--- config.mk ---
export PLATFORM = sky130hd
export DESIGN_NAME = uart_tx_feeder
export DESIGN_NICKNAME = d
export VERILOG_FILES = /design/src/rtl/uart_tx_feeder.sv
export SDC_FILE = /design/constraint.sdc
export NUM_CORES = 1
export LEC_CHECK = 0
export CAP_MARGIN = 20
export CORE_ASPECT_RATIO = 1.25
export CORE_MARGIN = 2
export CORE_UTILIZATION = 54
export DETAILED_ROUTE_END_ITERATION = 10
export PLACE_DENSITY = 0.76
export SETUP_SLACK_MARGIN = 0.5
export SLEW_MARGIN = 30
export SYNTH_ARGS = -nofsm -noshare
export SYNTH_HDL_FRONTEND = slang
export SYNTH_SLANG_ARGS = --single-unit
--- constraint.sdc ---
create_clock -name clk -period 1.8 [get_ports clk]
set_clock_uncertainty 0.15 [all_clocks]
set_input_delay 0.27 -clock clk [delete_from_list [all_inputs] [get_ports clk]]
set_output_delay 0.27 -clock clk [all_outputs]
set_load 0.03 [all_outputs]
--- src/rtl/uart_tx_feeder.sv ---
// Byte FIFO feeding a UART transmitter via a ld_tx_data/tx_empty load handshake.
// A byte is popped only once the transmitter acknowledges the load by dropping tx_empty.
module uart_tx_feeder #(
    parameter int ADDR_W = 4
) (
    input  logic              clk,
    input  logic              reset,
    input  logic              wr_en,
    input  logic [7:0]        wr_data,
    input  logic              clr_overflow,
    input  logic              tx_empty,
    output logic              ld_tx_data,
    output logic [7:0]        tx_data,
    output logic              wr_full,
    output logic [ADDR_W:0]   fifo_count,
    output logic              overflow,
    output logic              busy
);

    localparam int              DEPTH      = 2 ** ADDR_W;
    localparam logic [ADDR_W:0] FULL_COUNT = (ADDR_W + 1)'(DEPTH);

    typedef enum logic [1:0] {
        IDLE,
        LOAD,
        DRAIN
    } state_t;

    state_t            state;
    logic [7:0]        mem [DEPTH];
    logic [ADDR_W-1:0] wr_ptr;
    logic [ADDR_W-1:0] rd_ptr;
    logic              push;
    logic              pop;
    logic [ADDR_W:0]   count_next;

    // NOTE: every always_comb output gets a default first, so no path can infer a latch.
    always_comb begin
        push       = wr_en && !wr_full;
        pop        = (state == LOAD) && !tx_empty;
        count_next = fifo_count;
        if (push && !pop)
            count_next = fifo_count + 1'b1;
        else if (pop && !push)
            count_next = fifo_count - 1'b1;
    end

    // NOTE: the storage array is not reset; the pointers and count alone define what is valid.
    always_ff @(posedge clk) begin
        if (push)
            mem[wr_ptr] <= wr_data;
    end

    // NOTE: state is updated only with <= so every register samples pre-edge values.
    always_ff @(posedge clk) begin
        if (reset) begin
            state      <= IDLE;
            wr_ptr     <= '0;
            rd_ptr     <= '0;
            fifo_count <= '0;
            wr_full    <= 1'b0;
            overflow   <= 1'b0;
            ld_tx_data <= 1'b0;
            tx_data    <= 8'h00;
        end else begin
            if (push)
                wr_ptr <= wr_ptr + 1'b1;
            if (pop)
                rd_ptr <= rd_ptr + 1'b1;
            fifo_count <= count_next;
            wr_full    <= (count_next == FULL_COUNT);

            // A dropped write beats a simultaneous clear.
            if (wr_en && wr_full)
                overflow <= 1'b1;
            else if (clr_overflow)
                overflow <= 1'b0;

            case (state)
                IDLE: begin
                    ld_tx_data <= 1'b0;
                    if (fifo_count != '0 && tx_empty) begin
                        tx_data    <= mem[rd_ptr];
                        ld_tx_data <= 1'b1;
                        state      <= LOAD;
                    end
                end
                LOAD: begin
                    // Hold the request until the transmitter shows it took the byte.
                    if (!tx_empty) begin
                        ld_tx_data <= 1'b0;
                        state      <= DRAIN;
                    end
                end
                DRAIN: begin
                    if (tx_empty)
                        state <= IDLE;
                end
                default: begin
                    ld_tx_data <= 1'b0;
                    state      <= IDLE;
                end
            endcase
        end
    end

    assign busy = (fifo_count != '0) || (state != IDLE);

endmodule

==> reports/qor.csv <==
stage;metric;value;unit
routing;final wirelength;14000;µm
global_route;GRT Overall Usage;0.243;
cells_and_area;Area Overhead vs Synth;41.2;%
min_path;worst hold start;wr_en;
clock_network;Reg clk slew, reported paths;0.06;ns
floorplan;Top-Level Pins;30;
critical_path;critical path required time;1.38;ns
place;port bufs;29;
place;pre-CTS WS;-0.359;ns
outcome;status;complete, but fails checks;
floorplan;Starting Density;0.554;
floorplan;core area;0.0111;mm²
routing;TritonRoute pass-1 iters;4;
place;gpl congestion;0.863;
clock_network;Max Root-Sink Buffers;2;
routing;vias per inst;5.91;
clock_network;Clock Tree Root;clkbuf_16;
pwr;power per cell area;1020;mW/mm²
timing;final hold violations;0;
cells_and_area;Finished Layout Cells;612;
critical_path;beginning of the worst register-to-register path;fifo_count[1];
clock_network;TritonCTS clock tree;yes;
logic_synthesis;xor-xnor portion of the synthesized cell area;0.0143;
clock_network;htree depth;4;
logic_synthesis;mux share of post-synthesis cell area;0.144;
logic_synthesis;synthesized area per cell;17.7;µm²
critical_path;critical path's largest stage delay;0.35;ns
floorplan;die height;123;µm
timing;Final Max Slew Viols;0;
critical_path;Buf+Inv Stages, Crit Path;2;
logic_synthesis;synth unique cells;37;
global_route;initial antenna violation count;0;
routing;post-route ant nets;0;
timing;fin crit share;1.11;
clock_network;CTS buffer count;17;
routing;WL/cell;23.0;µm
global_route;largest net degree at the start of global routing;18;
logic_synthesis;Yosys reg bits;154;
logic_synthesis;Synth Area in Adders;0.0143;
cells_and_area;Fill cells;552;
logic_synthesis;largest family of logic cells by synthesized area;multiplexers;
place;placed cell count;554;
critical_path;CP startpoint kind;register;
logic_synthesis;post-synthesis cell count;347;
cells_and_area;antenna cells;0;
critical_path;worst path cell trace;inv_4 -> ha_4 -> nor4b_4 -> and2_4 -> nand2b_4 -> buf_6;
routing;via count;3614;
timing;setup ws final;-0.190;ns
logic_synthesis;Mapped Area;0.00614;mm²
timing;Rel. slew slack;0.602;
routing;DRC violations left;0;
timing;Min Clock Period, post-route;1.99;ns
logic_synthesis;Mapped Nets;367;
timing;worst slew pin tran;0.595;ns
cells_and_area;commonest non-fill, non-tap cell in the layout;edfxtp_1;
place;post-DP HPWL;8670;µm
outcome;failing checks;negative setup slack;
critical_path;Worst Path Arrival;1.57;ns
timing;endpoints failing setup;9;
cells_and_area;final core utilization;0.781;
global_route;GR Overflow Total;0;
clock_network;clock tree sinks;154;
critical_path;Crit-path slowest cell;dfxtp_4;
routing;Initial DRC Count;298;
global_route;first-pass GRT wire length;21300;µm
floorplan;Placement Rows;43;
floorplan;die width;99.3;µm
critical_path;CP Launch Point;fifo_count[1];
critical_path;crit end category;primary output;
pwr;Leakage;2.95;nW
clock_network;worst skew pair latency;0.41;ns
logic_synthesis;compound-gate portion of the synthesized area;0.0298;
logic_synthesis;Synth Area in Simple Gates;0.0634;
pwr;Tot Pwr;8.85;mW
logic_synthesis;yosys warns;0;
critical_path;R2R Setup Slk;-0.16;ns
run;max cap viols;0;
timing;post-route setup TNS;-1.12;ns
critical_path;largest delay contributor family on the critical path;simple AND/OR/NAND/NOR gates;
global_route;vias in the first global route;3828;
floorplan;die area;0.0122;mm²
timing;FMAX;0.503;GHz
timing;RSZ-0062 raised after global routing;yes;
critical_path;crit path kind;reg -> out;
pwr;Peak VDD IR;0.895;mV
cells_and_area;commonest cells after routing, fill and taps aside;128 x edfxtp_1, 43 x buf_4, 36 x buf_6;
cells_and_area;Final #Nets;484;
logic_synthesis;Seq/Total Area, Yosys;0.711;
min_path;Worst Hold Class;in -> reg;
cells_and_area;layout cells sized above 1;0.547;
critical_path;Worst Path Max Fanout;2;
cells by family (layout without fill, tap and decap cells):
| group | after synthesis | in the layout |
|---|---|---|
| mux | 48 | 48 |
| compound gates | 28 | 28 |
| flops | 154 | 154 |
| buf+inv | 25 | 155 |
| simple gates | 75 | 75 |
| xor+xnor | 10 | 10 |
| fa+ha+maj | 7 | 7 |
what timing repair did:
action	in CTS	in global routing
gates resized for setup	184	22
setup buffers	22	4
hold buffers	0	0
pin swaps	21	16
gates cloned	0	0
endpoints found under the setup margin	167	169
through the flow:
stage          area [µm²]  hold slack [ns]
2_1_floorplan        6500            0.197
3_3_place_gp         7510            0.295
3_5_place_dp         7510            0.299
4_1_cts              8510            0.127
5_1_grt              8660            0.156
6_report             8660            0.138
worst min-delay path, stage by stage:
cell and delay [ns]:
dlygate4sd2_1 0.26, nand2_1 0.08, a21oi_1 0.06
routing by layer:
| layer | up-vias | GRT usage | share of wire |
|---|---|---|---|
| met5 | - | 0 | 0 |
| met4 | 0 | 0.0967 | 0.030 |
| met3 | 27 | 0.0486 | 0.039 |
| met2 | 113 | 0.435 | 0.54 |
| met1 | 1875 | 0.290 | 0.39 |
| li1 | 1599 | - | - |
power by group:
| part | leakage, nW | switching [mW] | internal (mW) | total [mW] |
|---|---|---|---|---|
| Sequential | 1.38 | 0.0843 | 3.97 | 4.05 |
| Combinational | 1.30 | 0.649 | 0.732 | 1.38 |
| Clock | 0.263 | 1.49 | 1.93 | 3.41 |
| Total | 2.95 | 2.22 | 6.63 | 8.85 |
synthesized netlist by cell type:
cell / n / area [µm²]
edfxtp_1: 128 / 3840
buf_6: 5 / 56.3
mux2i_1: 16 / 160
o22ai_1: 8 / 50.1
xnor2_1: 6 / 52.6
nand3_1: 4 / 20.0
a311oi_1: 1 / 8.76
nand4_1: 2 / 12.5
inv_1: 7 / 26.3
nor3b_4: 1 / 18.8
a21o_1: 7 / 52.6
nor4b_2: 1 / 15.0
nor2b_1: 1 / 6.26
nor3_1: 7 / 35.0
and4b_1: 1 / 10.0
a211o_1: 1 / 8.76
nor3_2: 1 / 10.0
buf_4: 2 / 15.0
a211oi_1: 1 / 7.51
nand2b_1: 9 / 56.3
and3_4: 1 / 11.3
clkbuf_1: 7 / 26.3
and2_1: 2 / 12.5
or3_1: 2 / 12.5
ha_1: 7 / 87.6
a31oi_1: 2 / 12.5
xor2_1: 4 / 35.0
dfxtp_1: 26 / 521
nand2_1: 14 / 52.6
a21oi_1: 3 / 15.0
buf_2: 4 / 20.0
and4_1: 1 / 8.76
nor2_1: 27 / 101
o21ai_0: 4 / 20.0
mux4_2: 32 / 721
a22oi_1: 1 / 7.51
nor4_1: 1 / 6.26
final cells by class:
cell class | instances | area [µm²] | share of cell area
sequential | 154 | 4410 | 0.509
clock inverter | 14 | 136 | 0.0157
clock buffer | 18 | 429 | 0.0496
timing repair buffer | 116 | 1340 | 0.155
multi-input combinational | 168 | 2140 | 0.247
inverter | 7 | 31.3 | 0.00361
tap | 135 | 169 | 0.0195
path summary, 6_finish.rpt:
kind                                    to  depth (start not counted)
worst max-delay path                  busy                          6
worst min-delay path              overflow                          3
worst max register to register  tx_data[5]                         10
worst min register to register  tx_data[1]                          1
sequential cells by signal, indices dropped and copies added (netlist names):
register,count
fifo_count,5
ld_tx_data,1
mem,128
overflow,1
rd_ptr,4
state,2
tx_data,8
wr_full,1
wr_ptr,4
Power figures use the tool's default switching activity.
